<file path="src/rtl/lcd_pkg.sv">
// Shared constants, state encoding and byte helpers for the LCD frame scheduler.
package lcd_pkg;

    localparam logic [7:0] LCD_CMD_LINE1 = 8'h80;
    localparam logic [7:0] LCD_CMD_LINE2 = 8'hC0;
    localparam logic [7:0] ASCII_ZERO    = 8'h30;
    localparam logic [7:0] ASCII_COLON   = 8'h3A;

    localparam int unsigned TIME_LEN = 5;
    localparam int unsigned CNT_W    = 5;

    typedef enum logic [2:0] {
        ST_IDLE  = 3'd0,
        ST_GRANT = 3'd1,
        ST_CMD   = 3'd2,
        ST_WAIT  = 3'd3,
        ST_LOAD  = 3'd4,
        ST_CHAR  = 3'd5,
        ST_DONE  = 3'd6
    } state_t;

    typedef enum logic {
        SRC_NAME = 1'b0,
        SRC_TIME = 1'b1
    } src_t;

    // One BCD digit to ASCII; digits above 9 are passed through unchecked.
    function automatic logic [7:0] bcd_ascii(input logic [3:0] digit);
        return ASCII_ZERO + {4'h0, digit};
    endfunction

    // Character at position idx of the "mm:ss" line built from {m10,m1,s10,s1}.
    function automatic logic [7:0] time_char(input logic [15:0] bcd,
                                             input logic [CNT_W-1:0] idx);
        logic [7:0] ch;
        case (idx)
            5'd0:    ch = bcd_ascii(bcd[15:12]);
            5'd1:    ch = bcd_ascii(bcd[11:8]);
            5'd2:    ch = ASCII_COLON;
            5'd3:    ch = bcd_ascii(bcd[7:4]);
            default: ch = bcd_ascii(bcd[3:0]);
        endcase
        return ch;
    endfunction

endpackage

</file>
<file path="src/rtl/lcd_rr_arb2.sv">
// Two-request round-robin arbiter: bit 0 = NAME source, bit 1 = TIME source.
module lcd_rr_arb2 import lcd_pkg::*; (
    input  logic [1:0] pend,
    input  src_t       last_src,
    output logic [1:0] grant_c
);

    // A lone request wins outright; on a tie the source not served last wins.
    always_comb begin
        grant_c = pend;
        if (pend == 2'b11) begin
            grant_c = (last_src == SRC_TIME) ? 2'b01 : 2'b10;
        end
    end

endmodule

</file>
<file path="src/rtl/lcd_frame_scheduler.sv">
// Shares one LCD character driver between the exercise-name line and the countdown line.
module lcd_frame_scheduler import lcd_pkg::*; #(
    parameter int unsigned NAME_LEN = 16,
    parameter int unsigned GAP_CYC  = 40
) (
    input  logic        clk,
    input  logic        rst,
    input  logic        name_req,
    input  logic        time_req,
    input  logic [15:0] time_bcd,
    output logic [4:0]  name_idx,
    input  logic [7:0]  name_char,
    input  logic        drv_busy,
    output logic        drv_we,
    output logic        drv_rs,
    output logic [7:0]  drv_data,
    output logic        frame_busy,
    output logic        frame_done
);

    localparam int unsigned GAP_W = $clog2(GAP_CYC + 1);

    state_t             state;
    src_t               src;
    src_t               last_src;
    logic               name_pend;
    logic               time_pend;
    logic               wait_first;
    logic [15:0]        snap;
    logic [CNT_W-1:0]   cnt;
    logic [GAP_W-1:0]   gap_cnt;
    logic [1:0]         grant_c;
    logic [CNT_W-1:0]   frame_len_c;
    logic [7:0]         char_byte_c;

    lcd_rr_arb2 u_arb (
        .pend     ({time_pend, name_pend}),
        .last_src (last_src),
        .grant_c  (grant_c)
    );

    // Byte count of the active frame and the character to send at position cnt.
    always_comb begin
        frame_len_c = (src == SRC_TIME) ? CNT_W'(TIME_LEN) : CNT_W'(NAME_LEN);
        char_byte_c = (src == SRC_TIME) ? time_char(snap, cnt) : name_char;
    end

    // Pending flags: any request sets, a grant clears; a request on the grant cycle wins.
    always_ff @(posedge clk) begin
        if (rst) begin
            name_pend <= 1'b1;
            time_pend <= 1'b1;
        end else begin
            name_pend <= name_req | (name_pend & ~((state == ST_GRANT) & grant_c[0]));
            time_pend <= time_req | (time_pend & ~((state == ST_GRANT) & grant_c[1]));
        end
    end

    // Frame sequencer: command byte, then characters, each paced by busy and the gap counter.
    always_ff @(posedge clk) begin
        if (rst) begin
            state      <= ST_IDLE;
            src        <= SRC_NAME;
            last_src   <= SRC_TIME;
            wait_first <= 1'b0;
            snap       <= '0;
            cnt        <= '0;
            gap_cnt    <= '0;
            name_idx   <= '0;
            drv_we     <= 1'b0;
            drv_rs     <= 1'b0;
            drv_data   <= '0;
            frame_busy <= 1'b0;
            frame_done <= 1'b0;
        end else begin
            drv_we     <= 1'b0;
            frame_done <= 1'b0;
            if (gap_cnt != '0) begin
                gap_cnt <= gap_cnt - GAP_W'(1);
            end

            case (state)
                ST_IDLE: begin
                    if ((name_pend | time_pend) && !drv_busy && (gap_cnt == '0)) begin
                        frame_busy <= 1'b1;
                        state      <= ST_GRANT;
                    end
                end
                ST_GRANT: begin
                    src      <= grant_c[1] ? SRC_TIME : SRC_NAME;
                    snap     <= time_bcd;
                    cnt      <= '0;
                    drv_we   <= 1'b1;
                    drv_rs   <= 1'b0;
                    drv_data <= grant_c[1] ? LCD_CMD_LINE2 : LCD_CMD_LINE1;
                    gap_cnt  <= GAP_W'(GAP_CYC);
                    state    <= ST_CMD;
                end
                ST_CMD: begin
                    wait_first <= 1'b1;
                    state      <= ST_WAIT;
                end
                ST_WAIT: begin
                    // The driver may not have raised busy yet in the first cycle after a strobe.
                    if (wait_first) begin
                        wait_first <= 1'b0;
                    end else if (!drv_busy && (gap_cnt == '0)) begin
                        if (cnt == frame_len_c) begin
                            frame_done <= 1'b1;
                            state      <= ST_DONE;
                        end else begin
                            name_idx <= cnt;
                            state    <= ST_LOAD;
                        end
                    end
                end
                ST_LOAD: begin
                    drv_we   <= 1'b1;
                    drv_rs   <= 1'b1;
                    drv_data <= char_byte_c;
                    gap_cnt  <= GAP_W'(GAP_CYC);
                    state    <= ST_CHAR;
                end
                ST_CHAR: begin
                    cnt        <= cnt + CNT_W'(1);
                    wait_first <= 1'b1;
                    state      <= ST_WAIT;
                end
                ST_DONE: begin
                    last_src   <= src;
                    frame_busy <= 1'b0;
                    state      <= ST_IDLE;
                end
                default: begin
                    state <= ST_IDLE;
                end
            endcase
        end
    end

endmodule
</file>
<file path="config.mk">
export PLATFORM = sky130hd
export DESIGN_NAME = lcd_frame_scheduler
export DESIGN_NICKNAME = d
export VERILOG_FILES = /design/src/rtl/lcd_pkg.sv /design/src/rtl/lcd_rr_arb2.sv /design/src/rtl/lcd_frame_scheduler.sv
export SDC_FILE = /design/constraint.sdc
export NUM_CORES = 1
export LEC_CHECK = 0
export ABC_AREA = 1
export CORE_MARGIN = 2
export CORE_UTILIZATION = 40
export CTS_CLUSTER_SIZE = 30
export DETAILED_ROUTE_END_ITERATION = 6
export GPL_ROUTABILITY_DRIVEN = 0
export GPL_TIMING_DRIVEN = 0
export PLACE_DENSITY = 0.67
export REMOVE_ABC_BUFFERS = 1
export SYNTH_ARGS = -nofsm -noshare
export SYNTH_HDL_FRONTEND = slang
export SYNTH_SLANG_ARGS = --single-unit
</file>
<file path="constraint.sdc">
create_clock -name clk -period 1.5 [get_ports clk]
set_input_delay 0.15 -clock clk [delete_from_list [all_inputs] [get_ports clk]]
set_output_delay 0.15 -clock clk [all_outputs]
set_load 0.01 [all_outputs]
</file>
==> report_table.html, run 1 <==
<table>
<tr><th>Metric</th><th>Value</th></tr>
<tr><th colspan="2">Status</th></tr>
<tr><td>Result of the run</td><td>finished, final reports clean</td></tr>
<tr><th colspan="2">Global route</th></tr>
<tr><td>Number of antenna violations at the first check in global routing</td><td>0</td></tr>
<tr><td>Vias in the first global route</td><td>2046</td></tr>
<tr><td>GR Layer Usage met2</td><td>0.2975</td></tr>
<tr><td>Met3 routing resource usage after global routing</td><td>0.03667</td></tr>
<tr><td>Remaining Overflow, GRT</td><td>0</td></tr>
<tr><td>Aggregate global-route resource usage</td><td>0.1666</td></tr>
<tr><td>First-pass GRT wire length</td><td>8611 um</td></tr>
<tr><td>Busiest layer in global routing</td><td>met2</td></tr>
<tr><td>Maximum number of pins on one net before global-route repair</td><td>32</td></tr>
<tr><td>Grt met1 use</td><td>0.2036</td></tr>
<tr><th colspan="2">Synth</th></tr>
<tr><td>Avg Cell Area, Syn</td><td>7.476 um2</td></tr>
<tr><td>Cell area after synthesis</td><td>2377 um2</td></tr>
<tr><td>Fraction of the yosys area taken by sequential cells</td><td>0.4379</td></tr>
<tr><td>Post-synthesis cell count</td><td>318</td></tr>
<tr><td>Yosys synthesis warning count</td><td>0</td></tr>
<tr><td>Flop and latch count out of synthesis</td><td>52</td></tr>
<tr><td>Count of unique library cells instantiated by Yosys</td><td>36</td></tr>
<tr><th colspan="2">CTS</th></tr>
<tr><td>Clock slew at the register clock pins of the worst setup and hold paths</td><td>0.09 ns</td></tr>
<tr><td>Buffer type at the clock tree root</td><td>sky130_fd_sc_hd__clkbuf_8</td></tr>
<tr><td>Worst-skew pair later-pin latency</td><td>0.30 ns</td></tr>
<tr><td>Maximum clock path buffer count</td><td>2</td></tr>
<tr><td>Number of clock sinks seen by CTS</td><td>52</td></tr>
<tr><td>CTS tree</td><td>done</td></tr>
<tr><td>Hold_buf cts</td><td>0</td></tr>
<tr><td>Number of buffers inserted during clock tree synthesis</td><td>5</td></tr>
<tr><td>Number of H-tree levels</td><td>2</td></tr>
<tr><th colspan="2">Pwr</th></tr>
<tr><td>Leak pwr</td><td>1.209 nW</td></tr>
<tr><td>Worst-case vdd ir drop</td><td>0.0006131 V</td></tr>
<tr><td>Power consumption</td><td>4.415 mW</td></tr>
<tr><td>PD cells</td><td>1403 nW/um2</td></tr>
<tr><th colspan="2">Placed design</th></tr>
<tr><td>Count of port buffers added during placement</td><td>45</td></tr>
<tr><td>Area after DPL</td><td>2851 um2</td></tr>
<tr><td>Total half-perimeter wirelength after legalization and detailed placement</td><td>3639 um</td></tr>
<tr><td>Worst setup slack before clock tree synthesis</td><td>-0.8464 ns</td></tr>
<tr><td>Cell total after placement</td><td>428</td></tr>
<tr><th colspan="2">Run</th></tr>
<tr><td>Max-capacitance violation count</td><td>0</td></tr>
<tr><th colspan="2">Floorplan</th></tr>
<tr><td>Core ar.</td><td>5816 um2</td></tr>
<tr><td>Die footprint</td><td>6576 um2</td></tr>
<tr><td>Die outline width</td><td>81.09 um</td></tr>
<tr><td>Num rows</td><td>28</td></tr>
<tr><td>Effective utilization at floorplan</td><td>0.4088</td></tr>
<tr><td>Die Span Y</td><td>81.09 um</td></tr>
<tr><td>IO Pins</td><td>46</td></tr>
<tr><th colspan="2">Detailed routing</th></tr>
<tr><td>Post-detailed-route DRC marker count</td><td>0</td></tr>
<tr><td>Starting DRT DRC Count</td><td>92</td></tr>
<tr><td>Avg WL per Cell</td><td>12.06 um</td></tr>
<tr><td>Post-detailed-routing wire length</td><td>5393 um</td></tr>
<tr><td>Pre-Repair DR Iteration Count</td><td>4</td></tr>
<tr><td>DRT antenna net count</td><td>0</td></tr>
<tr><td>Via density</td><td>4.937</td></tr>
<tr><td>Via count</td><td>2207</td></tr>
<tr><th colspan="2">Setup path</th></tr>
<tr><td>Worst R2R End</td><td>drv_data[3]</td></tr>
<tr><td>Critical path buffers and inverters</td><td>1</td></tr>
<tr><td>Arrival time worst endpoint</td><td>1.65 ns</td></tr>
<tr><td>Launching element type of the critical path</td><td>flop</td></tr>
<tr><td>Required time worst endpoint</td><td>1.72 ns</td></tr>
<tr><td>Crit path largest cell delay</td><td>0.42 ns</td></tr>
<tr><td>Register-to-Register Path Depth</td><td>9</td></tr>
<tr><td>Critical Path, Cell by Cell</td><td>inv_4 -&gt; ha_2 -&gt; o211ai_1 -&gt; nand3_1 -&gt; nand2_1 -&gt; nand2_1 -&gt; nand2_1 -&gt; nand2_1 -&gt; a21oi_2</td></tr>
<tr><td>Origin of the critical flop-to-flop path</td><td>cnt[0]</td></tr>
<tr><td>Kind of end point of the critical path</td><td>flop</td></tr>
<tr><td>Worst Path Max Fanout</td><td>6</td></tr>
<tr><td>Family with the most delay on the worst path</td><td>flip-flops</td></tr>
<tr><td>R2R Setup Slk</td><td>0.07 ns</td></tr>
<tr><td>Most prevalent standard cell on the critical path</td><td>sky130_fd_sc_hd__nand2_1</td></tr>
<tr><td>Worst-path cell with the longest stage delay</td><td>sky130_fd_sc_hd__dfxtp_4</td></tr>
<tr><td>Critical path type</td><td>reg -&gt; reg</td></tr>
<tr><th colspan="2">Timing</th></tr>
<tr><td>Post-route clock period utilization</td><td>0.9527</td></tr>
<tr><td>Worst slew margin relative to its limit</td><td>0.4600</td></tr>
<tr><td>Final worst path period need</td><td>1.429 ns</td></tr>
<tr><td>Clock Skews</td><td>0.003007 ns</td></tr>
<tr><td>Final Hold Vio Count</td><td>0</td></tr>
<tr><td>Post-route setup TNS</td><td>0 ns</td></tr>
<tr><td>Measured slew at the worst slew-check pin</td><td>0.8101 ns</td></tr>
<tr><td>Worst-case setup margin in the final layout</td><td>0.07095 ns</td></tr>
<tr><td>Pins Over Slew Limit</td><td>0</td></tr>
<tr><td>Setup repair after global routing missed its margin</td><td>true</td></tr>
<tr><td>Smallest hold slack</td><td>0.4317 ns</td></tr>
<tr><td>Final setup violating endpoints</td><td>0</td></tr>
<tr><td>Upper clock frequency limit</td><td>0.6998 GHz</td></tr>
<tr><th colspan="2">Cells and area</th></tr>
<tr><td>Final standard cell area without fillers</td><td>3147 um2</td></tr>
<tr><td>Proportion of layout cells with a drive suffix above 1</td><td>0.1613</td></tr>
<tr><td>Fin cells</td><td>447</td></tr>
<tr><td>Number of inserted filler cells in the final layout</td><td>587</td></tr>
<tr><td>Layout Nets</td><td>406</td></tr>
<tr><td>Area delta synth-&gt;final</td><td>32.37%</td></tr>
<tr><td>Multi-input logic area</td><td>1189 um2</td></tr>
<tr><td>Core occupancy in the finished layout</td><td>0.5411</td></tr>
<tr><td>Register Area</td><td>1065 um2</td></tr>
<tr><td>Number of antenna cells inserted</td><td>0</td></tr>
<tr><th colspan="2">Hold path</th></tr>
<tr><td>End point of the most critical hold path</td><td>time_pend</td></tr>
<tr><td>Source of the worst hold timing path</td><td>time_req</td></tr>
<tr><td>Path type of the worst min-delay path</td><td>in -&gt; reg</td></tr>
<tr><td>Worst Hold Depth</td><td>3</td></tr>
</table>
## cells in the final DEF, fill, tap and decap left out, drive strengths merged, types with 10 or more instances in the layout
cell,n
buf,10
nand3,15
o21ai,33
clkdlybuf4s50,44
a21oi,28
dfxtp,52
nor2,50
inv,41
nand2,51
## what timing repair did
action                     in CTS  in global routing
gates cloned                    1                  0
resized for setup              12                 38
pin swaps                       0                 12
setup endpoints to repair      49                 25
buffers inserted                3                  7
## flip-flops by register name (all words and copies together) (netlist names)
signal      count
src             1
wait_first      1
name_idx        5
last_src        1
state           3
time_pend       1
frame_done      1
frame_busy      1
drv_rs          1
gap_cnt         6
name_pend       1
drv_we          1
snap           16
drv_data        8
cnt             5
## cells in the mapped netlist
cell type | number | area (um2)
sky130_fd_sc_hd__xor2_1 | 2 | 17.52
sky130_fd_sc_hd__clkbuf_2 | 1 | 5.000
sky130_fd_sc_hd__nor2_8 | 1 | 20.02
sky130_fd_sc_hd__buf_2 | 1 | 5.000
sky130_fd_sc_hd__buf_6 | 4 | 45.04
sky130_fd_sc_hd__a211oi_1 | 1 | 7.510
sky130_fd_sc_hd__inv_1 | 39 | 146.4
sky130_fd_sc_hd__a21oi_1 | 28 | 140.1
sky130_fd_sc_hd__a211oi_2 | 1 | 12.51
sky130_fd_sc_hd__dfxtp_1 | 52 | 1041
sky130_fd_sc_hd__nand4_1 | 1 | 6.260
sky130_fd_sc_hd__inv_2 | 1 | 3.750
sky130_fd_sc_hd__nand3_1 | 15 | 75.07
sky130_fd_sc_hd__inv_4 | 2 | 12.51
sky130_fd_sc_hd__o41ai_1 | 1 | 8.760
sky130_fd_sc_hd__clkbuf_1 | 4 | 15.01
sky130_fd_sc_hd__nand2_4 | 1 | 11.26
sky130_fd_sc_hd__xnor2_1 | 1 | 8.760
sky130_fd_sc_hd__nor2_4 | 1 | 11.26
sky130_fd_sc_hd__nor3_2 | 1 | 10.01
sky130_fd_sc_hd__o211ai_1 | 6 | 45.04
sky130_fd_sc_hd__or2_1 | 1 | 6.260
sky130_fd_sc_hd__nor2_1 | 47 | 176.4
sky130_fd_sc_hd__nor2_2 | 1 | 6.260
sky130_fd_sc_hd__nand2_1 | 49 | 183.9
sky130_fd_sc_hd__nand4_2 | 1 | 12.51
sky130_fd_sc_hd__nor3_1 | 7 | 35.03
sky130_fd_sc_hd__o21ai_1 | 12 | 60.06
sky130_fd_sc_hd__a221oi_2 | 1 | 15.01
sky130_fd_sc_hd__or2_2 | 1 | 6.260
sky130_fd_sc_hd__o21ai_0 | 20 | 100.1
sky130_fd_sc_hd__o21ai_2 | 1 | 8.760
sky130_fd_sc_hd__o22ai_1 | 5 | 31.28
sky130_fd_sc_hd__nand2_2 | 1 | 6.260
sky130_fd_sc_hd__a31oi_1 | 1 | 6.260
sky130_fd_sc_hd__ha_1 | 6 | 75.07
## how the worst max path moves through the flow
stage                  endpoint  slack [ns]  cells past startpoint  startpoint
floorplan            gap_cnt[4]        0.05                      7    state[1]
global placement    drv_data[2]       -0.82                      6         rst
detailed placement  drv_data[1]       -0.85                      6         rst
CTS                 drv_data[3]       0.003                      9      cnt[0]
global route        drv_data[3]       -0.06                      9      cnt[0]
finish              drv_data[3]        0.07                      9      cnt[0]
## final cells by class
class | count | area share
Clock buffer | 8 | 0.02863
Sequential cell | 52 | 0.3384
Timing Repair Buffer | 55 | 0.1670
Multi-Input combinational cell | 214 | 0.3777
Inverter | 42 | 0.05606
Timing Repair inverter | 1 | 0.002386
Tap cell | 75 | 0.02982
## report_power, final
part | internal (mW) | switching [mW]
Sequential | 1.71 | 0.164
Clock | 0.377 | 0.431
Combinational | 0.734 | 1.00
## cells by family after synthesis
| kind of cell | count (synthesis) | synth area share |
|---|---|---|
| xor gates and xnor gates | 3 | 0.01105 |
| adders and majority gates | 6 | 0.03158 |
| and+or+nand+nor | 128 | 0.2384 |
| buffers and inverters | 52 | 0.09788 |
| AOI/OAI and AO/OA | 77 | 0.1832 |
| DFF | 52 | 0.4379 |
## per-layer routing
metal / vias to the layer above / wire length, um
li1: 1146 / -
met1: 1015 / 2529
met2: 42 / 2665
met3: 4 / 164
met4: 0 / 34
met5: - / 0
## worst register-to-register path, stage by stage, from the launching register on
cell	delay, ns
sky130_fd_sc_hd__dfxtp_4	0.42
sky130_fd_sc_hd__inv_4	0.06
sky130_fd_sc_hd__ha_2	0.19
sky130_fd_sc_hd__o211ai_1	0.20
sky130_fd_sc_hd__nand3_1	0.10
sky130_fd_sc_hd__nand2_1	0.08
sky130_fd_sc_hd__nand2_1	0.05
sky130_fd_sc_hd__nand2_1	0.06
sky130_fd_sc_hd__nand2_1	0.06
sky130_fd_sc_hd__a21oi_2	0.14
Power figures use the tool's default switching activity.
==> run 2: changes to the inputs <==
--- a/config.mk
+++ b/config.mk
@@ -12,7 +12,7 @@
 export DETAILED_ROUTE_END_ITERATION = 6
 export GPL_ROUTABILITY_DRIVEN = 0
 export GPL_TIMING_DRIVEN = 0
-export PLACE_DENSITY = 0.67
+export PLACE_DENSITY = 0.69
 export REMOVE_ABC_BUFFERS = 1
 export SYNTH_ARGS = -nofsm -noshare
 export SYNTH_HDL_FRONTEND = slang
==> run 2 against run 1 <==
  * Hold slack worse by 0.016 ns
  * Count of clock-buffer cells in the layout fell by 2
  * Largest cell class unchanged
  * Via count is 1.0% lower
  * Highest routed layer unchanged
  * Setup slack got worse by 0.0023 ns
  * Sequential power barely moved
  * First-iteration DRC count rose by 12%
  * Critical path depth fell by 2
==> report_table.html, run 2 (synthesis gave the netlist of run 1 again) <==
<table>
<tr><th>Metric</th><th>Value</th></tr>
<tr><th colspan="2">Global route</th></tr>
<tr><td>Aggregate global-route resource usage</td><td>0.1664 (about the same)</td></tr>
<tr><td>First-pass GRT wire length</td><td>8556 um (-0.64%)</td></tr>
<tr><td>Remaining Overflow, GRT</td><td>0 (unchanged)</td></tr>
<tr><td>Number of antenna violations at the first check in global routing</td><td>0 (unchanged)</td></tr>
<tr><td>Vias in the first global route</td><td>2009 (-1.8%)</td></tr>
<tr><td>Maximum number of pins on one net before global-route repair</td><td>32 (unchanged)</td></tr>
<tr><th colspan="2">Setup path</th></tr>
<tr><td>R2R Setup Slk</td><td>0.07 ns (about the same)</td></tr>
<tr><td>Critical Path, Cell by Cell</td><td>inv_2 -&gt; or2_4 -&gt; nor2_8 -&gt; clkinv_8 -&gt; buf_4 -&gt; o21ai_1 -&gt; a21oi_1</td></tr>
<tr><td>Worst-path cell with the longest stage delay</td><td>sky130_fd_sc_hd__dfxtp_4</td></tr>
<tr><td>Critical path type</td><td>reg -&gt; reg</td></tr>
<tr><td>Required time worst endpoint</td><td>1.69 ns (-0.03 ns)</td></tr>
<tr><td>Worst Path Max Fanout</td><td>15 (+9)</td></tr>
<tr><td>Launching element type of the critical path</td><td>flop</td></tr>
<tr><td>Arrival time worst endpoint</td><td>1.62 ns (-0.03 ns)</td></tr>
<tr><td>Crit path largest cell delay</td><td>0.38 ns (-0.04 ns)</td></tr>
<tr><td>Kind of end point of the critical path</td><td>flop</td></tr>
<tr><th colspan="2">Floorplan</th></tr>
<tr><td>Core ar.</td><td>5816 um2 (unchanged)</td></tr>
<tr><td>Die outline width</td><td>81.09 um (unchanged)</td></tr>
<tr><td>IO Pins</td><td>46 (unchanged)</td></tr>
<tr><td>Die footprint</td><td>6576 um2 (unchanged)</td></tr>
<tr><td>Num rows</td><td>28 (unchanged)</td></tr>
<tr><td>Die Span Y</td><td>81.09 um (unchanged)</td></tr>
<tr><td>Effective utilization at floorplan</td><td>0.4088 (unchanged)</td></tr>
<tr><th colspan="2">Cells and area</th></tr>
<tr><td>Most common cell after layout, fill and taps aside</td><td>sky130_fd_sc_hd__nand2_1</td></tr>
<tr><td>Layout Nets</td><td>404 (-0.49%)</td></tr>
<tr><td>Final standard cell area without fillers</td><td>3134 um2 (-0.40%)</td></tr>
<tr><td>Register with the most flip-flops</td><td>snap</td></tr>
<tr><td>Max FFs per register</td><td>16 (unchanged)</td></tr>
<tr><td>Area delta synth-&gt;final</td><td>31.84%</td></tr>
<tr><td>Registers with the most flip-flops</td><td>snap: 16 flops, drv_data: 8 flops, gap_cnt: 6 flops</td></tr>
<tr><td>Highest-count cells in the layout ignoring fill and taps</td><td>47 x sky130_fd_sc_hd__nand2_1, 44 x sky130_fd_sc_hd__dfxtp_1, 44 x sky130_fd_sc_hd__clkdlybuf4s50_1, 42 x sky130_fd_sc_hd__nor2_1, 32 x sky130_fd_sc_hd__inv_1</td></tr>
<tr><td>Proportion of layout cells with a drive suffix above 1</td><td>0.1599 (-0.001399)</td></tr>
<tr><td>Number of antenna cells inserted</td><td>0 (unchanged)</td></tr>
<tr><td>Fin cells</td><td>444 (-0.67%)</td></tr>
<tr><td>Number of inserted filler cells in the final layout</td><td>593 (+1.0%)</td></tr>
<tr><th colspan="2">Detailed routing</th></tr>
<tr><td>Post-detailed-route DRC marker count</td><td>0 (unchanged)</td></tr>
<tr><td>Starting DRT DRC Count</td><td>103 (+12%)</td></tr>
<tr><td>Pre-Repair DR Iteration Count</td><td>4 (unchanged)</td></tr>
<tr><td>DRT antenna net count</td><td>0 (unchanged)</td></tr>
<tr><td>Via density</td><td>4.919 (-0.37%)</td></tr>
<tr><td>Via count</td><td>2184 (-1.0%)</td></tr>
<tr><td>Post-detailed-routing wire length</td><td>5340 um (-0.98%)</td></tr>
<tr><td>Avg WL per Cell</td><td>12.03 um (-0.31%)</td></tr>
<tr><th colspan="2">Run</th></tr>
<tr><td>Max-capacitance violation count</td><td>0 (unchanged)</td></tr>
<tr><th colspan="2">CTS</th></tr>
<tr><td>Buffer type at the clock tree root</td><td>sky130_fd_sc_hd__clkbuf_8</td></tr>
<tr><td>Number of clock sinks seen by CTS</td><td>52 (unchanged)</td></tr>
<tr><td>CTS tree</td><td>done</td></tr>
<tr><td>Number of buffers inserted during clock tree synthesis</td><td>5 (unchanged)</td></tr>
<tr><td>Clock slew at the register clock pins of the worst setup and hold paths</td><td>0.09 ns (about the same)</td></tr>
<tr><td>Worst-skew pair later-pin latency</td><td>0.30 ns (about the same)</td></tr>
<tr><td>Number of H-tree levels</td><td>2 (unchanged)</td></tr>
<tr><td>Hold_buf cts</td><td>0 (unchanged)</td></tr>
<tr><td>Maximum clock path buffer count</td><td>2 (unchanged)</td></tr>
<tr><th colspan="2">Timing</th></tr>
<tr><td>Final Hold Vio Count</td><td>0 (unchanged)</td></tr>
<tr><td>Final setup violating endpoints</td><td>0 (unchanged)</td></tr>
<tr><td>Worst slew margin relative to its limit</td><td>0.6920 (+0.2320)</td></tr>
<tr><td>Measured slew at the worst slew-check pin</td><td>0.4620 ns (-0.3481 ns)</td></tr>
<tr><td>Final worst path period need</td><td>1.431 ns (+0.002287 ns)</td></tr>
<tr><td>Setup repair after global routing missed its margin</td><td>true</td></tr>
<tr><td>Pins Over Slew Limit</td><td>0 (unchanged)</td></tr>
<tr><td>Post-route clock period utilization</td><td>0.9542 (+0.001525)</td></tr>
<tr><td>Clock Skews</td><td>0.009833 ns (+0.006826 ns)</td></tr>
<tr><td>Upper clock frequency limit</td><td>0.6986 GHz (-0.16%)</td></tr>
<tr><th colspan="2">Placed design</th></tr>
<tr><td>Total half-perimeter wirelength after legalization and detailed placement</td><td>3658 um (+0.52%)</td></tr>
<tr><td>Cell total after placement</td><td>428 (unchanged)</td></tr>
<tr><td>Count of port buffers added during placement</td><td>45 (unchanged)</td></tr>
<tr><td>Area after DPL</td><td>2851 um2 (unchanged)</td></tr>
<tr><th colspan="2">Pwr</th></tr>
<tr><td>Worst-case vdd ir drop</td><td>0.0006700 V (+9.3%)</td></tr>
<tr><td>Leak pwr</td><td>1.202 nW (-0.56%)</td></tr>
<tr><td>PD cells</td><td>1419 nW/um2 (+1.2%)</td></tr>
<tr><td>Power consumption</td><td>4.448 mW (+0.76%)</td></tr>
<tr><th colspan="2">Status</th></tr>
<tr><td>Result of the run</td><td>finished, final reports clean</td></tr>
<tr><th colspan="2">Hold path</th></tr>
<tr><td>Path type of the worst min-delay path</td><td>in -&gt; reg</td></tr>
</table>
==> run 2: cell type report <==
class	instances	area, um2	area share
Tap cell	75	93.84	0.02994
Timing Repair inverter	2	16.27	0.005190
Multi-Input combinational cell	214	1200	0.3828
Sequential cell	52	1061	0.3385
Timing Repair Buffer	52	504.2	0.1609
Clock buffer	6	72.57	0.02315
Inverter	42	181.4	0.05788
Clock inverter	1	5.005	0.001597
==> run 2: worst paths after layout <==
path	startpoint	endpoint	cells after the start
setup reg to reg	state[0]	snap[2]	7
hold / removal	rst	cnt[2]	2
hold reg to reg	drv_data[1]	drv_data[1]	2
setup / recovery	state[0]	snap[2]	7
==> run 2: per-layer routing <==
| metal | track usage | part of all wire | vias to the layer above |
|---|---|---|---|
| met5 | 0 | 0 | - |
| met4 | 0.05593 | 0.012 | 0 |
| met3 | 0.03889 | 0.040 | 5 |
| met2 | 0.2884 | 0.48 | 47 |
| met1 | 0.2025 | 0.47 | 987 |
| li1 | - | - | 1145 |
==> run 2: where the power goes <==
part / internal, mW / switching [mW]
Sequential: 1.71 / 0.174
Combinational: 0.778 / 1.03
Clock: 0.318 / 0.438
Total: 2.80 / 1.65
==> run 2: timing repair <==
item / CTS / global route
cloned: 1 / 1
setup buffers: 0 / 7
pin swaps: 0 / 10
resized for setup: 13 / 38
endpoints found under the hold margin: 0 / 0
setup endpoints to repair: 49 / 19
==> run 2: metrics by stage <==
| stage | util | setup WS (ns) | hold WS [ns] | setup TNS [ns] |
|---|---|---|---|---|
| final | 0.5389 | 0.06866 | 0.4156 | 0 |
| after global routing | 0.5389 | -0.05202 | 0.4285 | -0.2397 |
| after floorplan | - | 0.04650 | 0.2162 | 0 |
| after CTS | 0.5095 | 0.001057 | 0.4082 | 0 |
| after global placement | 0.4903 | -0.8346 | 0.4364 | -25.77 |
| after detailed placement | 0.4903 | -0.8143 | 0.4428 | -25.43 |
==> run 2: worst max-delay path: cells and delay by family (launching register included) <==
kind | cells | cell delay [ns]
AND/OR/NAND/NOR | 2 | 0.48
flip-flops | 1 | 0.38
buffers and inverters | 3 | 0.30
AO/OA/AOI/OAI | 2 | 0.16
==> run 3: changes to the inputs <==
--- a/config.mk
+++ b/config.mk
@@ -5,14 +5,14 @@
 export SDC_FILE = /design/constraint.sdc
 export NUM_CORES = 1
 export LEC_CHECK = 0
-export ABC_AREA = 1
 export CORE_MARGIN = 2
 export CORE_UTILIZATION = 40
 export CTS_CLUSTER_SIZE = 30
 export DETAILED_ROUTE_END_ITERATION = 6
 export GPL_ROUTABILITY_DRIVEN = 0
 export GPL_TIMING_DRIVEN = 0
-export PLACE_DENSITY = 0.69
+export MAX_ROUTING_LAYER = met4
+export PLACE_DENSITY = 0.67
 export REMOVE_ABC_BUFFERS = 1
 export SYNTH_ARGS = -nofsm -noshare
 export SYNTH_HDL_FRONTEND = slang
==> run 3 against run 2 <==
  * Hold slack worse by 0.036 ns
  * Synthesized area shrank 3.5%
  * Setup slack got worse by 0.42 ns
  * Die area fell by 3.3%
  * Critical path type unchanged
  * Clock skew fell by 0.0020 ns
  * Count of clock-buffer cells in the layout shrank 1
  * Non-clock buffer count rose by 12
  * The flow now finishes with violations (negative setup slack)
  * Via count grew 1.4%
  * Highest routed layer unchanged
==> report_table.html, run 3 <==
<table>
<tr><th>Metric</th><th>Value</th></tr>
<tr><th colspan="2">Status</th></tr>
<tr><td>Result of the run</td><td>finished, violations left</td></tr>
<tr><td>Failing checks</td><td>negative setup slack</td></tr>
<tr><th colspan="2">Cells and area</th></tr>
<tr><td>Most common cell after layout, fill and taps aside</td><td>sky130_fd_sc_hd__nand2_1</td></tr>
<tr><td>Proportion of layout cells with a drive suffix above 1</td><td>0.1637 (+0.003799)</td></tr>
<tr><td>Area delta synth-&gt;final</td><td>36.97%</td></tr>
<tr><td>Number of antenna cells inserted</td><td>0 (unchanged)</td></tr>
<tr><td>Number of inserted filler cells in the final layout</td><td>522 (-12%)</td></tr>
<tr><td>Register with the most flip-flops</td><td>snap</td></tr>
<tr><td>Max FFs per register</td><td>16 (unchanged)</td></tr>
<tr><td>Layout Nets</td><td>371 (-8.2%)</td></tr>
<tr><td>Highest-count cells in the layout ignoring fill and taps</td><td>54 x sky130_fd_sc_hd__nand2_1, 44 x sky130_fd_sc_hd__clkdlybuf4s50_1, 43 x sky130_fd_sc_hd__dfxtp_1, 33 x sky130_fd_sc_hd__a21oi_1, 17 x sky130_fd_sc_hd__buf_4</td></tr>
<tr><td>Core occupancy in the finished layout</td><td>0.5673 (+0.02836)</td></tr>
<tr><td>Registers with the most flip-flops</td><td>snap: 16 flops, drv_data: 8 flops, gap_cnt: 6 flops</td></tr>
<tr><th colspan="2">Synth</th></tr>
<tr><td>Top cells by area, synth</td><td>sky130_fd_sc_hd__dfxtp_1 45%, sky130_fd_sc_hd__nand2_1 8.8%, sky130_fd_sc_hd__a21oi_1 7.2%</td></tr>
<tr><td>Fraction of the yosys area taken by sequential cells</td><td>0.4537 (+0.01576)</td></tr>
<tr><td>Most repeated cell in the gate-level netlist after synthesis</td><td>sky130_fd_sc_hd__nand2_1</td></tr>
<tr><td>Avg Cell Area, Syn</td><td>8.195 um2 (+9.6%)</td></tr>
<tr><td>Leading cell types by count after synthesis</td><td>54 x sky130_fd_sc_hd__nand2_1, 52 x sky130_fd_sc_hd__dfxtp_1, 33 x sky130_fd_sc_hd__a21oi_1, 17 x sky130_fd_sc_hd__nor2_1</td></tr>
<tr><td>Flop and latch count out of synthesis</td><td>52 (unchanged)</td></tr>
<tr><td>Post-synthesis cell count</td><td>280 (-12%)</td></tr>
<tr><td>Predominant post-synthesis flop cell</td><td>sky130_fd_sc_hd__dfxtp_1</td></tr>
<tr><td>Number of flops mapped to enable cells by yosys</td><td>0 (unchanged)</td></tr>
<tr><td>Cell area after synthesis</td><td>2295 um2 (-3.5%)</td></tr>
<tr><td>Most area-hungry cell type in the Yosys netlist</td><td>sky130_fd_sc_hd__dfxtp_1</td></tr>
<tr><td>Share of the synthesized area in the top cell type</td><td>0.4537 (+0.01576)</td></tr>
<tr><td>Proportion of synthesized flip-flops having asynchronous set or reset</td><td>0 (unchanged)</td></tr>
<tr><td>Count of unique library cells instantiated by Yosys</td><td>47 (+31%)</td></tr>
<tr><td>Yosys synthesis warning count</td><td>0 (unchanged)</td></tr>
<tr><th colspan="2">CTS</th></tr>
<tr><td>Number of clock sinks seen by CTS</td><td>52 (unchanged)</td></tr>
<tr><td>Maximum clock path buffer count</td><td>2 (unchanged)</td></tr>
<tr><td>Buffer type at the clock tree root</td><td>sky130_fd_sc_hd__clkbuf_8</td></tr>
<tr><td>CTS tree</td><td>done</td></tr>
<tr><td>Worst-skew pair later-pin latency</td><td>0.31 ns (about the same)</td></tr>
<tr><td>Clock slew at the register clock pins of the worst setup and hold paths</td><td>0.09 ns (about the same)</td></tr>
<tr><td>Number of buffers inserted during clock tree synthesis</td><td>5 (unchanged)</td></tr>
<tr><td>Number of H-tree levels</td><td>2 (unchanged)</td></tr>
<tr><th colspan="2">Global route</th></tr>
<tr><td>First-pass GRT wire length</td><td>9542 um (+12%)</td></tr>
<tr><td>Vias in the first global route</td><td>2042 (+1.6%)</td></tr>
<tr><td>Aggregate global-route resource usage</td><td>0.1953 (+0.02892)</td></tr>
<tr><td>Maximum number of pins on one net before global-route repair</td><td>47 (+47%)</td></tr>
<tr><td>Remaining Overflow, GRT</td><td>0 (unchanged)</td></tr>
<tr><td>Number of antenna violations at the first check in global routing</td><td>0 (unchanged)</td></tr>
<tr><th colspan="2">Floorplan</th></tr>
<tr><td>Die outline width</td><td>79.74 um (-1.7%)</td></tr>
<tr><td>Num rows</td><td>27 (-3.6%)</td></tr>
<tr><td>Die Span Y</td><td>79.74 um (-1.7%)</td></tr>
<tr><td>Die footprint</td><td>6358 um2 (-3.3%)</td></tr>
<tr><td>Effective utilization at floorplan</td><td>0.4142 (+0.005405)</td></tr>
<tr><td>Core ar.</td><td>5540 um2 (-4.7%)</td></tr>
<tr><td>IO Pins</td><td>46 (unchanged)</td></tr>
<tr><th colspan="2">Pwr</th></tr>
<tr><td>Leak pwr</td><td>1.112 nW (-7.5%)</td></tr>
<tr><td>Worst-case vdd ir drop</td><td>0.0006965 V (+4.0%)</td></tr>
<tr><td>PD cells</td><td>1483 nW/um2 (+4.5%)</td></tr>
<tr><th colspan="2">Timing</th></tr>
<tr><td>Final setup violating endpoints</td><td>11 (+11)</td></tr>
<tr><td>Upper clock frequency limit</td><td>0.5409 GHz (-23%)</td></tr>
<tr><td>Post-route clock period utilization</td><td>1.233 (+0.2784)</td></tr>
<tr><td>Worst slew margin relative to its limit</td><td>0.4480 (-0.2440)</td></tr>
<tr><td>Clock Skews</td><td>0.007871 ns (-0.001962 ns)</td></tr>
<tr><td>Measured slew at the worst slew-check pin</td><td>0.8281 ns (+0.3661 ns)</td></tr>
<tr><td>Worst-case setup margin in the final layout</td><td>-0.3489 ns (-0.4176 ns)</td></tr>
<tr><td>Post-route setup TNS</td><td>-1.905 ns (-1.905 ns)</td></tr>
<tr><td>Final worst path period need</td><td>1.849 ns (+0.4176 ns)</td></tr>
<tr><td>Final Hold Vio Count</td><td>0 (unchanged)</td></tr>
<tr><td>Pins Over Slew Limit</td><td>0 (unchanged)</td></tr>
<tr><td>Setup repair after global routing missed its margin</td><td>true</td></tr>
<tr><th colspan="2">Hold path</th></tr>
<tr><td>Path type of the worst min-delay path</td><td>in -&gt; reg</td></tr>
<tr><th colspan="2">Detailed routing</th></tr>
<tr><td>Post-detailed-routing wire length</td><td>5800 um (+8.6%)</td></tr>
<tr><td>Pre-Repair DR Iteration Count</td><td>4 (unchanged)</td></tr>
<tr><td>Via density</td><td>5.426 (+10%)</td></tr>
<tr><td>Post-detailed-route DRC marker count</td><td>0 (unchanged)</td></tr>
<tr><td>DRT antenna net count</td><td>0 (unchanged)</td></tr>
<tr><td>Avg WL per Cell</td><td>14.22 um (+18%)</td></tr>
<tr><td>Starting DRT DRC Count</td><td>103 (unchanged)</td></tr>
<tr><td>Via count</td><td>2214 (+1.4%)</td></tr>
<tr><th colspan="2">Setup path</th></tr>
<tr><td>Origin of the critical flop-to-flop path</td><td>gap_cnt[1]</td></tr>
<tr><td>Launching element type of the critical path</td><td>flop</td></tr>
<tr><td>R2R Setup Slk</td><td>-0.35 ns (-0.42 ns)</td></tr>
<tr><td>Critical path destination</td><td>state[1]</td></tr>
<tr><td>Worst Path Max Fanout</td><td>2 (-13)</td></tr>
<tr><td>Register-to-Register Path Depth</td><td>6 (-1)</td></tr>
<tr><td>Kind of end point of the critical path</td><td>flop</td></tr>
<tr><td>Start point of the critical path</td><td>gap_cnt[1]</td></tr>
<tr><td>Required time worst endpoint</td><td>1.65 ns (-0.04 ns)</td></tr>
<tr><td>Critical path type</td><td>reg -&gt; reg</td></tr>
<tr><td>Arrival time worst endpoint</td><td>2.00 ns (+0.38 ns)</td></tr>
<tr><td>Worst R2R End</td><td>state[1]</td></tr>
<tr><th colspan="2">Placed design</th></tr>
<tr><td>Count of port buffers added during placement</td><td>45 (unchanged)</td></tr>
<tr><td>Worst setup slack before clock tree synthesis</td><td>-0.7364 ns (+0.07786 ns)</td></tr>
<tr><td>Total half-perimeter wirelength after legalization and detailed placement</td><td>3746 um (+2.4%)</td></tr>
<tr><th colspan="2">Run</th></tr>
<tr><td>Max-capacitance violation count</td><td>0 (unchanged)</td></tr>
</table>
## run 3: changes by cell type after synthesis, moves of 4 or more
cell                       delta
sky130_fd_sc_hd__o22ai_1      -4
sky130_fd_sc_hd__nand2_1      +5
sky130_fd_sc_hd__nand3_1      -7
sky130_fd_sc_hd__inv_1       -29
sky130_fd_sc_hd__o21ai_0      -8
sky130_fd_sc_hd__a21oi_1      +5
sky130_fd_sc_hd__buf_6        -4
sky130_fd_sc_hd__nor3_1       +7
sky130_fd_sc_hd__clkbuf_1    +10
sky130_fd_sc_hd__o211ai_1     -5
sky130_fd_sc_hd__o21ai_1     -12
sky130_fd_sc_hd__a22oi_1      +6
sky130_fd_sc_hd__nor2_1      -30
## run 3: per-layer routing
metal / up-vias / track usage / part of all wire
met5: - / - / 0
met3: 9 / 0.04525 / 0.063
li1: 1096 / - / -
met2: 62 / 0.3261 / 0.48
met4: 0 / 0.04746 / 0.013
met1: 1047 / 0.2407 / 0.45
## run 3: timing repair
| item | 4_1_cts | 5_1_grt |
|---|---|---|
| endpoints found under the setup margin | 48 | 36 |
| pin swaps | 4 | 3 |
| gates resized for setup | 26 | 6 |
| buffers inserted | 11 | 7 |
| gates cloned | 1 | 0 |
| hold endpoints to repair | 0 | 0 |
| hold buffers | 0 | 0 |
## run 3: cell type report
class | instances | area (um2) | area share
Multi-Input combinational cell | 203 | 1267 | 0.4033
Sequential cell | 52 | 1062 | 0.3380
Timing Repair Buffer | 64 | 604.3 | 0.1923
Tap cell | 72 | 90.09 | 0.02866
Clock buffer | 5 | 68.82 | 0.02189
Inverter | 10 | 37.54 | 0.01194
Clock inverter | 2 | 12.51 | 0.003981
## run 3: worst min path at each step
| stage | endpoint | startpoint | slack, ns | depth (start not counted) |
|---|---|---|---|---|
| 4_1_cts | snap[6] | time_bcd[6] | 0.38 | 3 |
| 6_report | snap[10] | time_bcd[10] | 0.38 | 3 |
| 2_1_floorplan | cnt[1] | rst | 0.22 | 1 |
| 5_1_grt | snap[3] | time_bcd[3] | 0.38 | 3 |
| 3_5_place_dp | snap[8] | snap[8] | 0.45 | 2 |
| 3_3_place_gp | snap[4] | snap[4] | 0.45 | 2 |
## run 3: logic make-up after synthesis
group / count (synthesis) / synth area share
AO/OA/AOI/OAI: 70 / 0.1849
flip-flops: 52 / 0.4537
AND/OR/NAND/NOR: 117 / 0.2497
XOR/XNOR: 7 / 0.02672
adder cells (fa/ha/maj): 6 / 0.03271
multiplexers: 2 / 0.008724
buffers and inverters: 26 / 0.04362
## run 3: through the flow
step,cell area (um2),std cells,hold WS [ns],total power [mW]
after floorplan,2232,264,0.2191,2.804
after global placement,2773,381,0.4453,3.221
after detailed placement,2784,382,0.4513,3.278
after CTS,3069,401,0.3767,4.467
after global routing,3143,408,0.3765,4.953
final,3143,408,0.3800,4.660
## run 3: power by group
part	internal (mW)	switching, mW	total, mW	leakage (nW)
clock network	0.317	0.453	0.770	0.0400
logic	0.987	0.937	1.92	0.645
registers	1.66	0.308	1.97	0.427
## run 3: critical path, stage by stage (launching register included)
cell and delay, ns:
sky130_fd_sc_hd__dfxtp_2 0.34, sky130_fd_sc_hd__inv_2 0.07, sky130_fd_sc_hd__ha_4 0.14, sky130_fd_sc_hd__or4b_4 0.46
sky130_fd_sc_hd__or4_4 0.45, sky130_fd_sc_hd__nor3_2 0.16, sky130_fd_sc_hd__a2111oi_0 0.07
